[src/rtl/flash_boot_loader_if.sv]
`default_nettype none
// ============================================================================
//  Module      : flash_boot_loader_if
//  Description : Bundles the boot loader's control, flash-read and
//                instruction-memory write signals. The loader connects as
//                master; the surrounding MCU (or a bench) connects as slave.
//  Revision    : 1.0  initial release
// ============================================================================
interface flash_boot_loader_if #(
  parameter int PC_BITWIDTH = 16
);

  // control / status
  logic                   start;
  logic                   core_hold;
  logic                   busy;
  logic                   done;
  logic                   error;
  logic [PC_BITWIDTH-2:0] words_written;

  // flash read port
  logic                   flash_read_req;
  logic [23:0]            flash_addr_read;
  logic                   flash_read_en_in;
  logic [7:0]             flash_byte_in;

  // instruction-memory write port
  logic                   inst_mem_we;
  logic [PC_BITWIDTH-3:0] inst_mem_wr_addr;
  logic [31:0]            inst_mem_data_in;

  modport master (
    input  start,
    input  flash_read_en_in,
    input  flash_byte_in,
    output flash_read_req,
    output flash_addr_read,
    output inst_mem_we,
    output inst_mem_wr_addr,
    output inst_mem_data_in,
    output core_hold,
    output busy,
    output done,
    output error,
    output words_written
  );

  modport slave (
    output start,
    output flash_read_en_in,
    output flash_byte_in,
    input  flash_read_req,
    input  flash_addr_read,
    input  inst_mem_we,
    input  inst_mem_wr_addr,
    input  inst_mem_data_in,
    input  core_hold,
    input  busy,
    input  done,
    input  error,
    input  words_written
  );

endinterface
`default_nettype wire

[src/rtl/flash_boot_loader.sv]
`default_nettype none
// ============================================================================
//  Module      : flash_boot_loader
//  Description : Copies a length-prefixed image (2-byte little-endian byte
//                count followed by the payload) from serial flash into the
//                core's instruction memory as little-endian 32-bit words,
//                holding the core in reset until the copy completes.
//                One flash request is outstanding at a time; every wait for
//                a flash byte is bounded by TIMEOUT_CYCLES.
//  Revision    : 1.0  initial release
// ============================================================================
module flash_boot_loader #(
  parameter int          PC_BITWIDTH     = 16,
  parameter logic [23:0] FLASH_BASE_ADDR = 24'h000000,
  parameter int          TIMEOUT_CYCLES  = 1024   // must be >= 2
) (
  input  wire logic           clk,
  input  wire logic           reset,
  flash_boot_loader_if.master bus
);

  localparam int WA_W  = PC_BITWIDTH - 2;             // word address width
  localparam int WW_W  = PC_BITWIDTH - 1;             // word counter width
  localparam int TMO_W = $clog2(TIMEOUT_CYCLES) + 1;

  // The request cycle itself counts as the first elapsed cycle, so the last
  // wait cycle sees the counter at TIMEOUT_CYCLES-2.
  localparam logic [TMO_W-1:0] TMO_LAST = TMO_W'(TIMEOUT_CYCLES - 2);

  // Largest image that fits in instruction memory, in bytes.
  localparam logic [31:0] MAX_LEN = 32'd1 << PC_BITWIDTH;

  typedef enum logic [2:0] {
    S_IDLE      = 3'd0,
    S_REQ_LEN   = 3'd1,
    S_WAIT_LEN  = 3'd2,
    S_REQ_DATA  = 3'd3,
    S_WAIT_DATA = 3'd4,
    S_WRITE     = 3'd5,
    S_DONE      = 3'd6,
    S_ERROR     = 3'd7
  } state_t;

  state_t           state_q;

  // registered outputs
  logic             req_q;
  logic [23:0]      addr_q;
  logic             we_q;
  logic [WA_W-1:0]  wr_addr_q;
  logic [31:0]      data_q;
  logic             hold_q;
  logic             busy_q;
  logic             done_q;
  logic             error_q;
  logic [WW_W-1:0]  ww_q;

  // internal state
  logic [TMO_W-1:0] tmo_q;      // cycles elapsed since the last request
  logic             hdr_hi_q;   // next header byte is the high length byte
  logic [7:0]       len_lo_q;   // low length byte, held until the high one
  logic [15:0]      len_q;      // image length L in bytes
  logic [15:0]      cnt_q;      // payload bytes consumed so far
  logic [31:0]      word_q;     // word under assembly, unused bytes zero
  logic             last_q;     // the pending write carries the final byte

  // next-value helpers
  logic [23:0]      addr_d;
  logic [15:0]      cnt_d;
  logic [15:0]      len_d;
  logic [31:0]      word_d;
  logic             oversize_d;
  logic             last_byte_d;
  logic             word_full_d;
  logic             tmo_exp_d;

  // Incoming-byte arithmetic: address step, word merge and length checks.
  always_comb begin
    addr_d      = addr_q + 24'd1;         // wraps FFFFFF -> 000000
    cnt_d       = cnt_q + 16'd1;
    len_d       = {bus.flash_byte_in, len_lo_q};
    oversize_d  = ({16'd0, len_d} > MAX_LEN);
    last_byte_d = (cnt_d == len_q);
    word_full_d = (cnt_q[1:0] == 2'd3);
    tmo_exp_d   = (tmo_q == TMO_LAST);
    word_d      = word_q;
    case (cnt_q[1:0])
      2'd0:    word_d[7:0]   = bus.flash_byte_in;
      2'd1:    word_d[15:8]  = bus.flash_byte_in;
      2'd2:    word_d[23:16] = bus.flash_byte_in;
      default: word_d[31:24] = bus.flash_byte_in;
    endcase
  end

  // Load sequencer with all outputs registered.
  always_ff @(posedge clk) begin
    if (reset) begin
      state_q   <= S_IDLE;
      req_q     <= 1'b0;
      addr_q    <= FLASH_BASE_ADDR;
      we_q      <= 1'b0;
      wr_addr_q <= '0;
      data_q    <= '0;
      hold_q    <= 1'b1;
      busy_q    <= 1'b0;
      done_q    <= 1'b0;
      error_q   <= 1'b0;
      ww_q      <= '0;
      tmo_q     <= '0;
      hdr_hi_q  <= 1'b0;
      len_lo_q  <= '0;
      len_q     <= '0;
      cnt_q     <= '0;
      word_q    <= '0;
      last_q    <= 1'b0;
    end else begin
      case (state_q)
        // Resting states: only here is start honoured.
        S_IDLE, S_DONE, S_ERROR: begin
          if (bus.start) begin
            done_q   <= 1'b0;
            error_q  <= 1'b0;
            ww_q     <= '0;
            cnt_q    <= '0;
            word_q   <= '0;
            hdr_hi_q <= 1'b0;
            busy_q   <= 1'b1;
            hold_q   <= 1'b1;
            addr_q   <= FLASH_BASE_ADDR;
            req_q    <= 1'b1;
            state_q  <= S_REQ_LEN;
          end
        end

        S_REQ_LEN: begin
          req_q   <= 1'b0;
          tmo_q   <= '0;
          state_q <= S_WAIT_LEN;
        end

        S_WAIT_LEN: begin
          if (bus.flash_read_en_in) begin
            addr_q <= addr_d;
            if (!hdr_hi_q) begin
              len_lo_q <= bus.flash_byte_in;
              hdr_hi_q <= 1'b1;
              req_q    <= 1'b1;
              state_q  <= S_REQ_LEN;
            end else begin
              len_q <= len_d;
              if (len_d == 16'd0) begin
                busy_q  <= 1'b0;
                done_q  <= 1'b1;
                hold_q  <= 1'b0;
                state_q <= S_DONE;
              end else if (oversize_d) begin
                busy_q  <= 1'b0;
                error_q <= 1'b1;
                state_q <= S_ERROR;
              end else begin
                req_q   <= 1'b1;
                state_q <= S_REQ_DATA;
              end
            end
          end else if (tmo_exp_d) begin
            busy_q  <= 1'b0;
            error_q <= 1'b1;
            state_q <= S_ERROR;
          end else begin
            tmo_q <= tmo_q + TMO_W'(1);
          end
        end

        S_REQ_DATA: begin
          req_q   <= 1'b0;
          tmo_q   <= '0;
          state_q <= S_WAIT_DATA;
        end

        S_WAIT_DATA: begin
          if (bus.flash_read_en_in) begin
            addr_q <= addr_d;
            cnt_q  <= cnt_d;
            if (word_full_d || last_byte_d) begin
              // word_q only ever holds bytes of the current word, so a
              // short final word leaves its upper bytes zero.
              we_q      <= 1'b1;
              data_q    <= word_d;
              wr_addr_q <= ww_q[WA_W-1:0];
              ww_q      <= ww_q + WW_W'(1);
              last_q    <= last_byte_d;
              word_q    <= '0;
              state_q   <= S_WRITE;
            end else begin
              word_q  <= word_d;
              req_q   <= 1'b1;
              state_q <= S_REQ_DATA;
            end
          end else if (tmo_exp_d) begin
            busy_q  <= 1'b0;
            error_q <= 1'b1;
            state_q <= S_ERROR;
          end else begin
            tmo_q <= tmo_q + TMO_W'(1);
          end
        end

        S_WRITE: begin
          we_q <= 1'b0;
          if (last_q) begin
            busy_q  <= 1'b0;
            done_q  <= 1'b1;
            hold_q  <= 1'b0;
            state_q <= S_DONE;
          end else begin
            req_q   <= 1'b1;
            state_q <= S_REQ_DATA;
          end
        end

        default: begin
          state_q <= S_IDLE;
        end
      endcase
    end
  end

  assign bus.flash_read_req   = req_q;
  assign bus.flash_addr_read  = addr_q;
  assign bus.inst_mem_we      = we_q;
  assign bus.inst_mem_wr_addr = wr_addr_q;
  assign bus.inst_mem_data_in = data_q;
  assign bus.core_hold        = hold_q;
  assign bus.busy             = busy_q;
  assign bus.done             = done_q;
  assign bus.error            = error_q;
  assign bus.words_written    = ww_q;

endmodule
`default_nettype wire

[src/flat_wrapper.sv]
// flat-port wrapper written by rule: the top's interface ports become plain ports
module flash_boot_loader_flat 
#(
  parameter int          PC_BITWIDTH     = 16,
  parameter logic [23:0] FLASH_BASE_ADDR = 24'h000000,
  parameter int          TIMEOUT_CYCLES  = 1024                  
)
  (clk, reset, bus_start, bus_flash_read_en_in, bus_flash_byte_in, bus_flash_read_req, bus_flash_addr_read, bus_inst_mem_we, bus_inst_mem_wr_addr, bus_inst_mem_data_in, bus_core_hold, bus_busy, bus_done, bus_error, bus_words_written);
  flash_boot_loader_if #(.PC_BITWIDTH(PC_BITWIDTH)) bus_i ();
  input  wire logic clk;
  input  wire logic reset;
  input wire logic [$bits(bus_i.start)-1:0] bus_start;
  input wire logic [$bits(bus_i.flash_read_en_in)-1:0] bus_flash_read_en_in;
  input wire logic [$bits(bus_i.flash_byte_in)-1:0] bus_flash_byte_in;
  output wire logic [$bits(bus_i.flash_read_req)-1:0] bus_flash_read_req;
  output wire logic [$bits(bus_i.flash_addr_read)-1:0] bus_flash_addr_read;
  output wire logic [$bits(bus_i.inst_mem_we)-1:0] bus_inst_mem_we;
  output wire logic [$bits(bus_i.inst_mem_wr_addr)-1:0] bus_inst_mem_wr_addr;
  output wire logic [$bits(bus_i.inst_mem_data_in)-1:0] bus_inst_mem_data_in;
  output wire logic [$bits(bus_i.core_hold)-1:0] bus_core_hold;
  output wire logic [$bits(bus_i.busy)-1:0] bus_busy;
  output wire logic [$bits(bus_i.done)-1:0] bus_done;
  output wire logic [$bits(bus_i.error)-1:0] bus_error;
  output wire logic [$bits(bus_i.words_written)-1:0] bus_words_written;
  assign bus_i.start = bus_start;
  assign bus_i.flash_read_en_in = bus_flash_read_en_in;
  assign bus_i.flash_byte_in = bus_flash_byte_in;
  assign bus_flash_read_req = bus_i.flash_read_req;
  assign bus_flash_addr_read = bus_i.flash_addr_read;
  assign bus_inst_mem_we = bus_i.inst_mem_we;
  assign bus_inst_mem_wr_addr = bus_i.inst_mem_wr_addr;
  assign bus_inst_mem_data_in = bus_i.inst_mem_data_in;
  assign bus_core_hold = bus_i.core_hold;
  assign bus_busy = bus_i.busy;
  assign bus_done = bus_i.done;
  assign bus_error = bus_i.error;
  assign bus_words_written = bus_i.words_written;
  flash_boot_loader #(.PC_BITWIDTH(PC_BITWIDTH), .FLASH_BASE_ADDR(FLASH_BASE_ADDR), .TIMEOUT_CYCLES(TIMEOUT_CYCLES)) u_core (.clk(clk), .reset(reset), .bus(bus_i));
endmodule
[config.mk]
export PLATFORM = sky130hd
export DESIGN_NAME = flash_boot_loader_flat
export DESIGN_NICKNAME = d
export VERILOG_FILES = /design/src/rtl/flash_boot_loader_if.sv /design/src/rtl/flash_boot_loader.sv /design/src/flat_wrapper.sv
export SDC_FILE = /design/constraint.sdc
export NUM_CORES = 1
export LEC_CHECK = 0
export ABC_AREA = 1
export ABC_CLOCK_PERIOD_IN_PS = 3800
export CAP_MARGIN = 0
export CORE_AREA = 2 2 146 105
export DETAILED_ROUTE_END_ITERATION = 8
export DIE_AREA = 0 0 148 107
export GPL_TIMING_DRIVEN = 0
export MAX_ROUTING_LAYER = met4
export PLACE_DENSITY = 0.85
export SLEW_MARGIN = 20
export SYNTH_ARGS = -nofsm -noshare
export SYNTH_HDL_FRONTEND = slang
export SYNTH_SLANG_ARGS = --single-unit
[constraint.sdc]
create_clock -name clk -period 3.8 [get_ports clk]
set_clock_uncertainty 0.15 [all_clocks]
set_input_delay 0.76 -clock clk [delete_from_list [all_inputs] [get_ports clk]]
set_output_delay 0.76 -clock clk [all_outputs]
set_load 0.05 [all_outputs]
Yosys cells after proc, flatten, opt, wreduce, memory -nomap -nowiden
Index checks and enable logic that the tools add are counted.
- memory bits (writable): 0
- memories kept: 0
- logic and storage cells: 141
- register bits: 179
- output and inout port bits: 91
- bits in read-only memories: 0
- latch bits: 0
- shift operators: 0
- magnitude comparators: 0
- equality and inequality tests: 29
- $mul: 0
- add/sub/neg operators: 4
- reductions and logical operators: 28
- div/mod/pow operators: 0
- muxes and demuxes: 61
- bitwise logic cells: 1
- operators with widths (kind ; number):
    2-to-1 mux 32 bit ; 3
    one-hot mux 32 bit (2 select lines) ; 1
    2-to-1 mux 24 bit ; 2
    one-hot mux 24 bit (2 select lines) ; 1
    2-to-1 mux 15 bit ; 3
    2-to-1 mux 16 bit ; 2
    2-to-1 mux 8 bit ; 4
    one-hot mux 16 bit (2 select lines) ; 1
    one-hot mux 15 bit (2 select lines) ; 1
    adder 24 x 1 -> 24 bit (second input constant) ; 1
    2-to-1 mux 1 bit ; 24
    2-to-1 mux 3 bit ; 8
    AND reduction 3 bit ; 8
    2-to-1 mux 11 bit ; 2
    one-hot mux 11 bit (2 select lines) ; 1
    one-hot mux 3 bit (6 select lines) ; 1
    AND reduction 6 bit ; 3
    adder 16 x 1 -> 16 bit (second input constant) ; 1
    equality test 16 bit ; 1
    zero test 16 bit ; 1
    != test 2 bit (second input constant) ; 8
    adder 15 x 1 -> 15 bit (second input constant) ; 1
    equality test 3 bit (second input constant) ; 4
    != test 2 x 1 -> 1 bit (second input constant) ; 6
    other kinds (22) ; 35

Depth between registers and ports, before layout
Gate-level depths: netlist (run 1).
- word-level depth: 6
- gate-level depth with buffers: 18

Worst setup path after synthesis (run 1)
OpenSTA, ideal clock, no wires.
- kind: register to register
- from: register u_core.addr_q[3], in the netlist u_core.bus.flash_addr_read[3]
- to: register u_core.addr_q[23], in the netlist u_core.bus.flash_addr_read[23]
- data required time: 3.533 ns
- cell stages (with the launch flop): 12
- period minus slack after synthesis: 2.548 ns
- arrival time: 2.281 ns
- path buffers: 0
- slack: 1.252 ns
- cell sequence: dfxtp_1 inv_1 nor3_2 inv_1 nor4_1 nand2_2 nor2_2 nand4_1 nor3_2 nand3_1 nand2_1 nor2_1
- word-level cells in the longest chain between the ends: 3
- ends and longest elaborated chain (element ; line ; text):
    start: declaration ; flash_boot_loader.sv:48 ; logic [23:0] addr_q;
    start signal: assignment ; flash_boot_loader.sv:143 ; addr_q <= addr_d;
    start signal: assignment ; flash_boot_loader.sv:182 ; addr_q <= addr_d;
    adder 24 x 1 -> 24 bit ; flash_boot_loader.sv:79 ; addr_d = addr_q + 24'd1;
    2-to-1 mux 24 bit ; flash_boot_loader.sv:142, flash_boot_loader.sv:181 ;
    one-hot mux 24 bit (2 select lines) ; flash_boot_loader.sv:117 ; case (state_q)
No other way between the ends. The select of a mux whose other input is x is not followed.
A chain may end at the register's enable or synchronous reset.

Worst setup path after layout (run 1)
- from: input port bus_flash_read_en_in
- to: register u_core.data_q[27], in the netlist u_core.bus.inst_mem_data_in[27]
- word-level cells in the longest chain between the ends: 1
- ends and longest elaborated chain (element ; line ; text):
    start: declaration ; flat_wrapper.sv:13 ; input wire logic [$bits(bus_i.flash_read_en_in)-1:0] bus_flash_read_en_in;
    AND reduction 3 bit (no line) ; - ;
    end signal: assignment ; flash_boot_loader.sv:188 ; data_q <= word_d;
    end: declaration ; flash_boot_loader.sv:51 ; logic [31:0] data_q;
No other way between the ends.

==> summary.md, run 1 <==
| Metric | Value |
|---|---|
| Status | `finished clean` |
| DRT Pass-1 Iters | `7` |
| Vias | `~8,900` |
| Initial Util | `between 50% and 60%` |
| Grt ovf | `0` |
| Max transition margin | `about 46%` |
| Peak Freq | `0.334 GHz` |
| Slew Viols, Final | `0` |
| Syn. warnings | `0` |
| Fin crit period | `between 2000 and 3000 ps` |
| Placed Instances | `1,509` |
| Crit Path Max Fanout | `10` |
| Worst-margin pin slew | `808 ps` |
| Initial antenna violation count | `0` |
| Clock buffer depth | `2` |
| Skew-Pair Late Insertion Delay | `~440 ps` |
| Placer Congestion | `0.970` |
| Core area | `approximately 14,000 sq um` |
| Hold WC Path Type | `reg -> reg` |
| WS Path Type | `in -> reg` |
| Period utilization | `between 70% and 80%` |
| Via count of the first global-routing pass | `a little under 8,000` |
| Fillers | `roughly 1,200` |
| Largest net degree at the start of global routing | `19` |
| Min setup slack post-route | `between 800 and 900 ps` |
| Post-CTS setup repair buffer count | `0` |
| Drt total wl | `about 25,000 microns` |
| Global-route usage over all layers | `32.3%` |
| Hold_ws | `around 300 ps` |
| CTS root buf | `clkbuf_16` |
| Port bufs | `101` |
| Clk pin slew, worst setup/hold paths | `around 70 ps` |
| DIE HEIGHT | `107 microns` |
| Remaining DRCs | `0` |
| Post-Syn Area per Cell | `7.12 sq um` |
| Total Power | `5030 uW` |
| TritonCTS clock tree | `built` |
| Leak | `around 0.0036 uW` |
| Arr. time, crit path | `approximately 3200 ps` |
| H-tree lvl count | `4` |
| Max VDD drop | `around 0.39 mV` |
| First-pass GRT wire length | `between 30,000 and 40,000 microns` |
| Cts bufs inserted | `17` |
| Ys async rst share | `0%` |
| Initial DRC count | `between 900 and 1,000` |
| RSZ-0062 raised after global routing | `no` |
| Nets@finish | `about 1,400` |
| Dpl ws | `~480 ps` |
| Wire per inst | `16.1 microns` |
| Core Rows | `37` |
| Yosys reg bits | `roughly 180` |
| Total of max-cap violations | `0` |
| Share of cells above drive strength 1 | `between 7 and 8%` |
| Die area | `between 15,000 and 20,000 sq um` |
| HPWL after DPL | `17,100 microns` |
| Register area share after synthesis | `between 40 and 50%` |
| Setup violators final | `0` |
| Syn Inst Count | `1,213` |
| Non-Filler Instances | `approximately 1,500` |
| Post-synthesis cell area | `approximately 8600 sq um` |
| Chip width | `around 150 microns` |
| Syn_nets | `1,233` |
| Ys flop type | `dfxtp_1` |
| Clock Sinks | `roughly 180` |
| Ports | `about 100` |
| Post-synth EDFFs | `0` |
| Cts hold-fix bufs | `0` |
| Req. time, crit path | `around 4000 ps` |
| Critical Path Start Type | `primary input` |
| Final Hold Vio Count | `0` |
| Worst setup EP type | `flip-flop` |
| Area grow syn2layout | `21.2%` |
| FF-to-FF setup slack | `slightly above 800 ps` |
| Post-DRT Antenna Nets | `0` |
| Final TNS setup | `0 ps` |
| Yosys cell types | `42` |
| Vias/cell | `5.80` |
| Cell Pwr Density | `a little under 500 nW/um^2` |
| Ant diodes | `0` |
| # resized after CTS | `0` |
[placed cells by master, fill, tap and decap left out, types with 32 or more instances in the layout]
cell type        count
nand2_1            279
clkdlybuf4s50_1    101
inv_1               88
nor2_1             112
a21oi_1            152
o21ai_0             51
clkbuf_1            32
nand3_1            134
dfxtp_1            179
nand4_1             33
[through the flow]
| stage | cell area (sq um) | utilization [%] |
|---|---|---|
| after floorplan | 8630 | - |
| after global placement | 9890 | 68.5 |
| after detailed placement | 9890 | 68.5 |
| after CTS | 10500 | 72.4 |
| after global routing | 10500 | 72.4 |
| final | 10500 | 72.4 |
[worst max-delay path, cell delays in order]
cell	delay [ps]
clkdlybuf4s50_1	580
inv_1	160
nor2_1	180
clkbuf_1	580
buf_1	580
nand3_1	170
a21oi_1	180
[state kept, by name (all words and copies together), names as in the netlist]
name	count
u_core.bus.error	1
u_core.last_q	1
u_core.bus.flash_read_req	1
u_core.len_q	16
u_core.bus.done	1
u_core.bus.core_hold	1
u_core.bus.inst_mem_wr_addr	14
u_core.tmo_q	11
u_core.cnt_q	16
u_core.bus.words_written	15
u_core.bus.inst_mem_we	1
u_core.hdr_hi_q	1
u_core.bus.flash_addr_read	24
u_core.len_lo_q	8
u_core.bus.busy	1
u_core.state_q	3
u_core.bus.inst_mem_data_in	32
u_core.word_q	32
[power by group]
group	leakage (uW)	internal [uW]	switching, uW
sequential	0.00144	1940	65.8
combinational	0.00192	330	954
clock	0.000272	874	860
total	0.00364	3150	1880
[logic make-up (layout without fill, tap and decap cells)]
logic type                 count (synthesis)  after routing  share of synthesized area, %
and+or+nand+nor                          607            607                          31.3
AOI/OAI and AO/OA                        221            221                          13.3
DFF                                      179            179                          41.5
buffers and inverters                    155            288                          7.48
muxes                                     24             24                          3.13
xor gates and xnor gates                  19             19                          2.09
adders and majority gates                  8              8                          1.16
[cells in the mapped netlist (3+ instances only)]
library cell  number  area [sq um]
xnor2_1            6          52.6
nor2_4             6          67.6
ha_1               8           100
nand3b_1           3          22.5
inv_2              7          26.3
nor2_1           112           420
buf_1              9          33.8
mux2_2            24           270
buf_2              9          45.0
xor2_1            12           105
a211oi_1           3          22.5
clkbuf_1          31           116
nor2_2             7          43.8
nand2_1          279          1050
a21oi_1          152           761
nor3_1            16          80.1
nor4_1             6          37.5
buf_6              6          67.6
inv_1             88           330
o21ai_0           51           255
nand4_1           33           206
dfxtp_1          179          3580
clkinv_1           3          11.3
nand3_1          134           671
[final cells by class]
| type | count | area [sq um] | area share, % |
|---|---|---|---|
| inverters | 98 | 368 | 3.52 |
| clock inverters | 14 | 143 | 1.36 |
| repair buffers | 101 | 1010 | 9.67 |
| multi-input cells | 879 | 4400 | 42.1 |
| clock buffers | 18 | 429 | 4.10 |
| well taps | 195 | 244 | 2.33 |
| flip-flops and latches | 179 | 3580 | 34.3 |
| plain buffers | 57 | 278 | 2.66 |
[layer usage]
metal  vias up  global-route usage (%)  part of all wire, %
li1       4285                       -                    -
met1      4086                    45.2                   44
met2       489                    47.1                   43
met3        81                    5.02                  9.7
met4         0                    12.7                  2.9
met5         -                       -                    0
[worst paths after layout]
check | from | depth (start not counted) | endpoint
worst max-delay path | bus_flash_read_en_in | 7 | u_core.bus.inst_mem_data_in[27]
worst min-delay path | u_core.tmo_q[10] | 1 | u_core.tmo_q[10]
worst max register to register | u_core.cnt_q[0] | 13 | u_core.bus.words_written[14]
worst min register to register | u_core.tmo_q[10] | 1 | u_core.tmo_q[10]
Power figures use the tool's default switching activity.
==> run 2, diff against run 1 <==
--- a/config.mk
+++ b/config.mk
@@ -6,14 +6,14 @@
 export NUM_CORES = 1
 export LEC_CHECK = 0
 export ABC_AREA = 1
-export ABC_CLOCK_PERIOD_IN_PS = 3800
+export ABC_CLOCK_PERIOD_IN_PS = 2750
 export CAP_MARGIN = 0
-export CORE_AREA = 2 2 146 105
+export CORE_AREA = 2 2 159 114
 export DETAILED_ROUTE_END_ITERATION = 8
-export DIE_AREA = 0 0 148 107
+export DIE_AREA = 0 0 161 116
 export GPL_TIMING_DRIVEN = 0
 export MAX_ROUTING_LAYER = met4
-export PLACE_DENSITY = 0.85
+export PLACE_DENSITY = 0.76
 export SLEW_MARGIN = 20
 export SYNTH_ARGS = -nofsm -noshare
 export SYNTH_HDL_FRONTEND = slang
==> constraint.sdc (replaced) <==
create_clock -name clk -period 2.75 [get_ports clk]
set_clock_uncertainty 0.15 [all_clocks]
set_input_delay 0.55 -clock clk [delete_from_list [all_inputs] [get_ports clk]]
set_output_delay 0.55 -clock clk [all_outputs]
set_load 0.05 [all_outputs]
==> run 2 against run 1 <==
Effect of this change: cell count increased by 2.9%; die area grew 18%; global-route usage fell by 5.1 points; cell area rose by 2.1%; critical path depth rose by 8; critical endpoint is now u_core.bus.inst_mem_data_in[1]; largest cell class unchanged; largest power group unchanged.
==> summary.md, run 2 (same netlist as run 1, synthesis figures left out) <==
| Metric | Value |
|---|---|
| Clock buffer depth | `2 (unchanged)` |
| Metal3 WL | `1900 microns (-21%)` |
| Setup violators final | `0 (unchanged)` |
| Placer Congestion | `0.945 (-2.6%)` |
| Final Hold Vio Count | `0 (unchanged)` |
| Post-DRT Antenna Nets | `0 (unchanged)` |
| Initial DRC count | `901 (-1.2%)` |
| Arr. time, crit path | `2780 ps (-430 ps)` |
| Core Rows | `40 (+8.1%)` |
| Placed Instances | `1,545 (+2.4%)` |
| Fin crit period | `roughly 2600 ps` |
| Clk pin slew, worst setup/hold paths | `70 ps (about the same)` |
| Period utilization | `around 95%` |
| TritonCTS clock tree | `built` |
| CTS root buf | `clkbuf_16` |
| R2r endpoint | `u_core.bus.inst_mem_data_in[1]` |
| Drt total wl | `24,800 microns (+0.21%)` |
| Area grow syn2layout | `23.7%` |
| Cell Pwr Density | `662 nW/um^2 (+38%)` |
| Ports | `103 (unchanged)` |
| Grt ovf | `0 (unchanged)` |
| Nets@finish | `1,362 (+0.67%)` |
| Via count of the first global-routing pass | `7,632 (-3.7%)` |
| Non-Filler Instances | `1,585 (+2.9%)` |
| Status | `finished clean` |
| WS Path Type | `reg -> reg` |
| Min setup slack post-route | `126 ps (-677 ps)` |
| Critical path depth in cells | `15 (+8)` |
| Largest net degree at the start of global routing | `17 (-2)` |
| Reg2reg path depth | `15 (+2)` |
| Hold WC Path Type | `reg -> reg` |
| First-pass GRT wire length | `39,400 microns (-1.2%)` |
| Ant diodes | `0 (unchanged)` |
| Crit Path Max Fanout | `10 (unchanged)` |
| Wire per inst | `15.6 microns (-2.6%)` |
| Clock Sinks | `179 (unchanged)` |
| Global-route usage over all layers | `27.2% (-5.1 points)` |
| Core area | `17,000 sq um (+18%)` |
| H-tree lvl count | `4 (unchanged)` |
| Peak Freq | `about 0.38 GHz` |
| Cts hold-fix bufs | `0 (unchanged)` |
| Wl on met1 | `12,000 microns (+9.2%)` |
| Most frequent cells in the layout | `277 x nand2_1, 173 x dfxtp_1, 151 x a21oi_1` |
| Vias/cell | `5.50 (-5.1%)` |
| Fillers | `1,558 (+34%)` |
| Multi-input logic area | `4460 sq um (+1.3%)` |
| Worst setup EP type | `flip-flop` |
| DR WL met2 | `10,700 microns (about the same)` |
| Hold_ws | `307 ps (+2.45 ps)` |
| Critical Path Start Type | `flip-flop` |
| Dpl ws | `-496 ps (-971 ps)` |
| CP top delay family | `simple AND/OR/NAND/NOR gates` |
| Max transition margin | `50.3% (+4.2 points)` |
| Cts bufs inserted | `17 (unchanged)` |
| Setup crit end | `u_core.bus.inst_mem_data_in[1]` |
| Chip width | `161 microns (+8.8%)` |
| Worst-margin pin slew | `745 ps (-62.5 ps)` |
| Leak | `0.00371 uW (+2.1%)` |
| Total of max-cap violations | `0 (unchanged)` |
| Port bufs | `101 (unchanged)` |
| Req. time, crit path | `2900 ps (-1110 ps)` |
| Worst Path Buf+Inv | `4 (unchanged)` |
| Skew-Pair Late Insertion Delay | `430 ps (about the same)` |
| Remaining DRCs | `0 (unchanged)` |
| Worst-path cell chain | `buf_4 -> inv_2 -> ha_1 -> xnor2_1 -> o21ai_0 -> nor2_1 -> nand3_1 -> nor2_2 -> nand3_4 -> nand2_4 -> nand2_1 -> buf_6 -> buf_6 -> nand2_1 -> a21oi_1` |
| Die area | `18,700 sq um (+18%)` |
| Commonest non-fill, non-tap cell in the layout | `nand2_1` |
| HPWL after DPL | `17,600 microns (+2.8%)` |
| Reg2reg start | `u_core.cnt_q[0]` |
| Slowest CP cell | `dfxtp_4` |
| Initial antenna violation count | `0 (unchanged)` |
| Slew Viols, Final | `0 (unchanged)` |
| DRT Pass-1 Iters | `6 (-1)` |
| FF-to-FF setup slack | `130 ps (-680 ps)` |
| Vias | `8,725 (-2.4%)` |
| Seq. cell area | `3600 sq um (+0.35%)` |
| Max VDD drop | `0.450 mV (+17%)` |
| Share of cells above drive strength 1 | `9.68% (+2.2 points)` |
| Top layer in use | `met4` |
| CP peak stage delay | `380 ps (-200 ps)` |
| DIE HEIGHT | `116 microns (+8.4%)` |
| Worst setup path start | `u_core.cnt_q[0]` |
| Initial Util | `50.7% (-9.0 points)` |
==> run 2: layout make-up <==
type	instances	share of cell area [%]
Buffer	57	2.81
Clock buffer	19	4.24
Clock inverter	12	1.23
Inverter	98	3.45
Multi-Input combinational cell	879	41.8
Sequential cell	179	33.7
Tap cell	231	2.71
Timing Repair Buffer	110	10.1
==> run 2: timing repair <==
action                     in CTS  in global routing
setup buffers                   0                  9
resized for setup               3                 30
setup endpoints to repair      80                111
pin swaps                       0                  8
hold endpoints to repair        0                  0
==> run 2: per-layer routing <==
metal	vias to the layer above	track usage [%]
met5	-	-
met2	364	40.1
met3	25	5.23
met1	4029	38.8
li1	4307	-
met4	0	5.95
==> run 2: power breakdown <==
group / internal [uW] / switching, uW / total [uW]
sequential: 2690 / 89.1 / 2780
clock: 1380 / 1070 / 2450
combinational: 506 / 1340 / 1840
total: 4580 / 2490 / 7070
==> run 2: through the flow <==
step / util [%] / cell area (sq um) / TNS, ps / power (uW)
5_1_grt: 62.7 / 10700 / -13.9 / 7370
3_5_place_dp: 58.4 / 9930 / -20390 / 4570
6_report: 62.7 / 10700 / 0 / 7070
4_1_cts: 61.8 / 10500 / 0 / 6990
2_1_floorplan: - / 8630 / 0 / 4030
3_3_place_gp: 58.4 / 9930 / -16970 / 4550
==> run 2: how the worst min path moves through the flow <==
stage,slack (ps),to,cells after the start,start
after global routing,330,u_core.word_q[4],2,u_core.word_q[4]
after global placement,290,u_core.tmo_q[10],1,u_core.tmo_q[10]
after CTS,300,u_core.tmo_q[10],1,u_core.tmo_q[10]
after floorplan,270,u_core.tmo_q[10],1,u_core.tmo_q[10]
final,310,u_core.tmo_q[10],1,u_core.tmo_q[10]
after detailed placement,290,u_core.tmo_q[10],1,u_core.tmo_q[10]
